==> config.mk <==
export PLATFORM = sky130hd
export DESIGN_NAME = div_unit
export DESIGN_NICKNAME = d
export VERILOG_FILES = /design/src/rtl/div_unit.sv
export SDC_FILE = /design/constraint.sdc
export NUM_CORES = 1
export LEC_CHECK = 0
export CAP_MARGIN = 20
export CORE_ASPECT_RATIO = 1.75
export CORE_MARGIN = 3
export CORE_UTILIZATION = 43
export CTS_CLUSTER_DIAMETER = 40
export CTS_CLUSTER_SIZE = 24
export DETAILED_ROUTE_END_ITERATION = 12
export PLACE_DENSITY = 0.66
export SLEW_MARGIN = 40
export SYNTH_ARGS = -nofsm -noshare
export SYNTH_HDL_FRONTEND = slang
export SYNTH_SLANG_ARGS = --single-unit
==> constraint.sdc <==
create_clock -name clk -period 7.1 [get_ports clk]
set_input_delay 2.13 -clock clk [delete_from_list [all_inputs] [get_ports clk]]
set_output_delay 2.13 -clock clk [all_outputs]
set_load 0.01 [all_outputs]
==> src/rtl/div_unit.sv <==
// Multi-cycle radix-2 restoring divider for DIV/DIVU in EX.
// Result is {HI = remainder, LO = quotient}; one operation in flight, operands latched at launch.
//
// state   | meaning
// IDLE    | waiting for start; latches operands on launch
// DIVZERO | divisor was zero; result forced to 0
// ON      | one restoring step per cycle, WIDTH steps
// DONE    | ready pulse; result valid this cycle
module div_unit #(
    parameter int WIDTH = 32
) (
    input  logic                 clk,
    input  logic                 rst,
    input  logic                 start,
    input  logic                 signed_div,
    input  logic [WIDTH-1:0]     opdata1,
    input  logic [WIDTH-1:0]     opdata2,
    input  logic                 annul,
    output logic [2*WIDTH-1:0]   result,
    output logic                 ready,
    output logic                 stall_div
);

    localparam int CW = $clog2(WIDTH) + 1;

    typedef enum logic [1:0] {
        IDLE    = 2'd0,
        DIVZERO = 2'd1,
        ON      = 2'd2,
        DONE    = 2'd3
    } state_t;

    state_t state, state_next;

    logic [CW-1:0]    cnt;
    logic [WIDTH-1:0] rem;
    logic [WIDTH-1:0] quo;
    logic [WIDTH-1:0] divisor;
    logic             neg_quo;
    logic             neg_rem;

    logic [WIDTH-1:0] abs1;
    logic [WIDTH-1:0] abs2;
    logic [WIDTH:0]   partial;
    logic             step_ok;
    logic [WIDTH-1:0] step_rem;
    logic [WIDTH-1:0] step_quo;
    logic [WIDTH-1:0] fix_rem;
    logic [WIDTH-1:0] fix_quo;
    logic             last_step;

    // Operand magnitudes; the most negative value maps onto itself, which is
    // the correct unsigned magnitude.
    always_comb begin
        abs1 = opdata1;
        abs2 = opdata2;
        if (signed_div && opdata1[WIDTH-1]) abs1 = -opdata1;
        if (signed_div && opdata2[WIDTH-1]) abs2 = -opdata2;
    end

    // partial < 2*divisor, so when the trial subtraction succeeds the new
    // remainder fits in WIDTH bits and the low-bit modular difference is exact.
    always_comb begin
        partial   = {rem, quo[WIDTH-1]};
        step_ok   = (partial >= {1'b0, divisor});
        step_rem  = step_ok ? (partial[WIDTH-1:0] - divisor) : partial[WIDTH-1:0];
        step_quo  = {quo[WIDTH-2:0], step_ok};
        fix_quo   = neg_quo ? -step_quo : step_quo;
        fix_rem   = neg_rem ? -step_rem : step_rem;
        last_step = (cnt == CW'(WIDTH - 1));
    end

    always_ff @(posedge clk) begin
        if (rst) state <= IDLE;
        else     state <= state_next;
    end

    always_comb begin
        state_next = state;
        ready      = 1'b0;
        stall_div  = start & ~annul & (state != DONE);
        if (annul) begin
            state_next = IDLE;
        end else begin
            case (state)
                IDLE: begin
                    if (start) state_next = (opdata2 == '0) ? DIVZERO : ON;
                end
                DIVZERO: state_next = DONE;
                ON: begin
                    if (last_step) state_next = DONE;
                end
                DONE: state_next = IDLE;
                default: state_next = IDLE;
            endcase
        end
        if (state == DONE) ready = 1'b1;
    end

    always_ff @(posedge clk) begin
        if (rst) begin
            cnt     <= '0;
            rem     <= '0;
            quo     <= '0;
            divisor <= '0;
            neg_quo <= 1'b0;
            neg_rem <= 1'b0;
            result  <= '0;
        end else if (annul) begin
            cnt <= '0;
        end else begin
            case (state)
                IDLE: begin
                    if (start && (opdata2 != '0)) begin
                        rem     <= '0;
                        quo     <= abs1;
                        divisor <= abs2;
                        neg_quo <= signed_div & (opdata1[WIDTH-1] ^ opdata2[WIDTH-1]);
                        neg_rem <= signed_div & opdata1[WIDTH-1];
                        cnt     <= '0;
                    end
                end
                DIVZERO: begin
                    result <= '0;
                end
                ON: begin
                    rem <= step_rem;
                    quo <= step_quo;
                    cnt <= cnt + CW'(1);
                    if (last_step) result <= {fix_rem, fix_quo};
                end
                default: begin
                end
            endcase
        end
    end

endmodule

==> results of run 1 <==
power breakdown:
group	internal (W)	switching (W)
Clock	0.000511	0.000429
Sequential	0.000983	0.0000369
Combinational	0.000235	0.000374
Total	0.00173	0.000840
flip-flops by register name, summed over array words and instances (netlist names):
signal	count
cnt	6
divisor	32
neg_quo	1
neg_rem	1
quo	32
rem	32
result	64
state	2
cells in the final DEF (no fill, tap or decap), drive strengths merged, types with 4 or more instances in the layout:
master	Yosys	final
nand2b	10	10
clkdlybuf4s50	0	133
clkbuf	68	19
a311oi	4	4
nor3	26	26
and2	8	8
or3	14	14
a22oi	48	48
clkinv	1	5
and3	9	9
o41ai	12	12
o31a	4	4
buf	27	18
o21bai	5	5
nor3b	7	7
and4	4	4
o21a	7	7
a2bb2oi	5	5
ha	41	41
nand3	34	34
xor2	49	49
nand3b	7	7
o21ai	87	87
a21o	8	8
a31oi	12	12
nand2	166	166
nor2	186	186
inv	51	57
nor4	19	19
a211oi	36	36
mux2i	17	17
or2	6	6
o211ai	26	26
a21oi	118	118
or4	8	8
o31ai	17	17
xnor2	98	98
a22o	26	26
dfxtp	170	170
nand4	16	16
final timing paths:
check	to	cells past startpoint
max	stall_div	3
min	result[4]	2
max reg2reg	result[60]	16
min reg2reg	result[4]	2
synth_stat cells (34+ instances only):
| cell | number |
|---|---|
| nand3_1 | 34 |
| nand2_1 | 166 |
| ha_1 | 41 |
| dfxtp_1 | 170 |
| a21oi_1 | 117 |
| o21ai_0 | 78 |
| inv_1 | 50 |
| xor2_1 | 49 |
| a211oi_1 | 36 |
| xnor2_1 | 98 |
| nor2_1 | 186 |
| clkbuf_1 | 68 |
| a22oi_1 | 48 |
layer usage:
metal	part of all wire	up-vias
met4	0.071	0
met2	0.52	308
met5	0	-
met3	0.033	103
li1	-	5509
met1	0.37	5134
layout make-up:
type / count / area, µm² / share of cell area
Multi-Input combinational cell: 1176 / 7411 / 0.5499
Timing Repair Buffer: 151 / 1479 / 0.1097
Clock buffer: 19 / 452.9 / 0.03361
Inverter: 52 / 195.2 / 0.01448
Sequential cell: 170 / 3405 / 0.2526
Tap cell: 320 / 400.4 / 0.02971
Clock inverter: 13 / 133.9 / 0.009934
critical path, stage by stage:
cell and delay, ns:
clkdlybuf4s50_1 0.61, nor3b_1 0.27, clkdlybuf4s50_1 0.57
per-stage QoR:
| step | setup WS (ns) | utilization | hold slack (ns) | power (W) | cell area (µm²) |
|---|---|---|---|---|---|
| after floorplan | 2.105 | - | 0.4492 | 0.001457 | 11370 |
| after global placement | 1.198 | 0.4965 | 0.4531 | 0.001640 | 12890 |
| after detailed placement | 1.136 | 0.4965 | 0.4544 | 0.001648 | 12890 |
| after CTS | 1.391 | 0.5191 | 0.4619 | 0.002583 | 13480 |
| after global routing | 1.274 | 0.5191 | 0.4909 | 0.002686 | 13480 |
| final | 1.391 | 0.5191 | 0.4589 | 0.002568 | 13480 |
kinds of logic (layout without fill, tap and decap cells):
family	count (synthesis)	count (layout)	share of synthesized area
xor+xnor	147	147	0.1133
compound gates	439	439	0.2585
mux	19	19	0.01805
flops	170	170	0.2994
fa+ha+maj	42	42	0.04690
buf+inv	147	235	0.05053
simple gates	529	529	0.2133
==> qor.txt, run 1 <==
status -> finished, final reports clean
Static Leakage -> 4.923 nW
drt drc -> 0
measured slew at the worst slew-check pin -> 0.7679 ns
first-pass detailed-route iteration total -> 5
Port Buffers -> 134
cells after synthesis -> 1493
critical path class -> input port to output pin
number of max-cap violations -> 0
P&R area growth vs syn -> 18.57%
placer congestion estimate -> 0.9032
via count -> 11050
H-tree depth -> 4
fin nets -> 1679
setup violators final -> 0
GR Layer Usage met3 -> 0.03357
first-pass GRT wire length -> 55.34 mm
vias per std cell -> 5.815
Async SR Flop Fraction -> 0
Cell Count, Final, Fillers Out -> 1901
Die X -> 128.9 µm
EDFF count, synth -> 0
number of global-route vias before repair -> 10760
top cells by area, synth -> dfxtp_1, xnor2_1, nor2_1, nand2_1, a21oi_1
Hold Crit Class -> flop to flop
Critical Path End Type -> output pin
Max clock buf depth -> 2
sequential share of the synthesized area -> 0.2994
layout cell share with drive strength beyond 1 -> 0.05376
GRT overflow -> 0
CTS sink count -> 170
CTS tree -> done
wire length per cell -> 18.23 µm
antenna-violating nets left -> 0
Core Box Area -> 25960 µm²
root buf cell -> clkbuf_16
fin crit period -> 5.709 ns
met1 Usage GRT -> 0.2590
CP Max Fanout -> 9
GRT met2 Usage -> 0.4343
Initial DRC Count -> 794
R2R setup slack -> 2.29 ns
Hold Buf Count CTS -> 0
Die Span Y -> 221.1 µm
Yosys top cell area share -> 0.2994
cell row count -> 78
Final period util -> 0.8041
Num CTS Buffers -> 17
Critical Path Start -> annul
Max Clock Freq -> 175.2 MHz
FF-to-FF Start -> divisor[31]
clock slew at reported path FFs -> 0.06 ns
initial antenna violation count -> 0
GRT Total Usage -> 0.2434
Fill cells -> 2552
Boundary Pins -> 135
Post-Syn Nets -> 1604
post-synth top area cell -> dfxtp_1
Data arrival, critical path -> 3.58 ns
Hold Path Origin -> result[4]
Final Hold Fails -> 0
Req. time, crit path -> 4.97 ns
Max Slew Vio Count -> 0
grt peak-use layer -> met2
slew margin rel. -> 0.4814
pin count of the biggest net entering global routing -> 65
placed cell count -> 1869
Post-Route WL -> 34.66 mm
Initial Utilization -> 0.4378
die area -> 28500 µm²
Worst Clk Skew -> 0.007661 ns
Synth cell types -> 77
most used flip-flop cell after synthesis -> dfxtp_1
area of the mapped netlist -> 11370 µm²
Yosys warning count -> 0
post-synthesis register bit count -> 170
worst IR drop on VDD -> 0.1731 mV
worst skew pair latency -> 0.45 ns
Setup Fix Bufs, Post-CTS -> 0
diode count -> 0
DPL Wire Length -> 27.02 mm
pwr dens -> 190.6 nW/µm²
cts repair resizes -> 0
Syn Area/Cell -> 7.613 µm²
setup_tns -> 0 ns
crit start category -> input port
RSZ-0062 raised after global routing -> false
No activity file was read; power rests on OpenSTA's default activity.
==> inputs of run 2 (changes only) <==
- clock period: 7.1 -> 5.9 ns (I/O delays scaled with it)
==> run 2 against run 1 <==
Against the previous run: final cell count increased by 0.26%; combinational power rose by 23%; clock-buffer cell count up 1; hold slack worse by 0.0039 ns.
==> qor.txt, run 2 (synthesis results as in run 1) <==
worst IR drop on VDD -> 0.1944 mV
Max clock buf depth -> 2
Worst Clk Skew -> 0.01295 ns
Setup Fix Bufs, Post-CTS -> 0
status -> finished, final reports clean
Data arrival, critical path -> 5.30 ns
DPL Wire Length -> 27.23 mm
overall power -> 0.003114 W
antenna-violating nets left -> 0
clock slew at reported path FFs -> 0.07 ns
Post-DP Area -> 12940 µm²
GRT Total Usage -> 0.2475
GRT met2 Usage -> 0.4586
commonest cells after routing, fill and taps aside -> nor2_1, dfxtp_1, nand2_1
Core Box Area -> 25960 µm²
P&R area growth vs syn -> 19.01%
Boundary Pins -> 135
setup violators final -> 0
layout cell share with drive strength beyond 1 -> 0.05549
largest stage delay on the critical path -> 0.45 ns
RSZ-0062 raised after global routing -> false
Req. time, crit path -> 6.20 ns
via count -> 11090
grt peak-use layer -> met2
number of max-cap violations -> 0
critical path class -> input port to flop
cell row count -> 78
Static Leakage -> 4.947 nW
H-tree depth -> 4
vias per std cell -> 5.821
Final Hold Fails -> 0
fin nets -> 1684
Largest register FFs -> 64
drt drc -> 0
cts repair resizes -> 0
first-pass detailed-route iteration total -> 5
Die Span Y -> 221.1 µm
initial antenna violation count -> 0
CTS tree -> done
Num CTS Buffers -> 17
Hold Crit Class -> flop to flop
number of global-route vias before repair -> 10770
first-pass GRT wire length -> 56.06 mm
setup_tns -> 0 ns
met1 Usage GRT -> 0.2612
Die X -> 128.9 µm
CTS sink count -> 170
Crit-path slowest cell -> clkdlybuf4s50_1
GRT overflow -> 0
measured slew at the worst slew-check pin -> 0.7572 ns
Hold Buf Count CTS -> 0
worst setup margin -> 0.9027 ns
Final period util -> 0.8470
CP Max Fanout -> 23
fin crit period -> 4.997 ns
slew margin rel. -> 0.4886
Port Buffers -> 134
wire length per cell -> 18.54 µm
pwr dens -> 230.2 nW/µm²
Post-Route WL -> 35.34 mm
commonest non-fill, non-tap cell in the layout -> nor2_1
Initial Utilization -> 0.4378
worst skew pair latency -> 0.46 ns
post-route design area -> 13530 µm²
cells along the critical path -> clkdlybuf4s50_1 > inv_1 > ha_1 > nor3b_1 > and3_1 > and3_1 > nand3b_1 > nor3_1 > buf_4 > a21o_1 > o21ai_0 > nand2b_2 > buf_4 > nor2_1 > a22oi_1 > nor2_1
Biggest register -> result
die area -> 28500 µm²
Critical Path End Type -> flop
GR Layer Usage met3 -> 0.02657
Max Clock Freq -> 200.1 MHz
crit start category -> input port
Max Slew Vio Count -> 0
R2R setup slack -> 1.01 ns
pin count of the biggest net entering global routing -> 79
root buf cell -> clkbuf_16
placer congestion estimate -> 0.9039
Post-Place Setup Slack -> 0.4592 ns
diode count -> 0
Initial DRC Count -> 791
[run 2: cell count changes in the layout (fill, tap and decap cells not counted)]
cell and delta:
buf_12 +1, buf_4 +3, buf_6 +1, clkbuf_1 +1, clkinv_2 -1, clkinv_4 -2, clkinvlp_4 +1, dfxtp_1 +1
dfxtp_2 -1, inv_6 +1
[run 2: cell type report]
type | count | area, µm²
clock inverters | 12 | 127.6
fillers | 2548 | 12430
repair buffers | 156 | 1533
inverters | 52 | 195.2
flip-flops and latches | 170 | 3403
multi-input cells | 1176 | 7411
clock buffers | 20 | 456.7
well taps | 320 | 400.4
[run 2: per-layer routing]
layer | vias to the layer above | wire length [µm] | share of wire
li1 | 5508 | - | -
met1 | 5192 | 13220 | 0.37
met2 | 296 | 19000 | 0.54
met3 | 98 | 1032 | 0.029
met4 | 0 | 2090 | 0.059
met5 | - | 0 | 0
[run 2: critical path, delay by kind of cell]
kind	cells	cell delay, ns
AO/OA/AOI/OAI	3	0.65
adder cells (fa/ha/maj)	1	0.15
buffers and inverters	4	1.00
AND/OR/NAND/NOR	8	1.70
[run 2: per-stage QoR]
stage | hold slack (ns) | cells | util
floorplan | 0.4492 | 1493 | -
global placement | 0.4502 | 1874 | 0.4984
global route | 0.4665 | 1906 | 0.5211
CTS | 0.4561 | 1906 | 0.5209
detailed placement | 0.4485 | 1874 | 0.4984
finish | 0.4550 | 1906 | 0.5211
[run 2: final timing paths]
check	endpoint	from	depth (start not counted)
setup / recovery	rem[6]	opdata2[0]	16
hold / removal	result[1]	result[1]	2
hold reg to reg	result[1]	result[1]	2
setup reg to reg	result[60]	divisor[31]	16
[run 2: report_power, final]
group / leakage (nW) / internal [W] / switching [W] / total (W)
clock network: 0.279 / 0.000616 / 0.000524 / 0.00114
logic: 3.29 / 0.000289 / 0.000459 / 0.000748
registers: 1.38 / 0.00118 / 0.0000439 / 0.00123
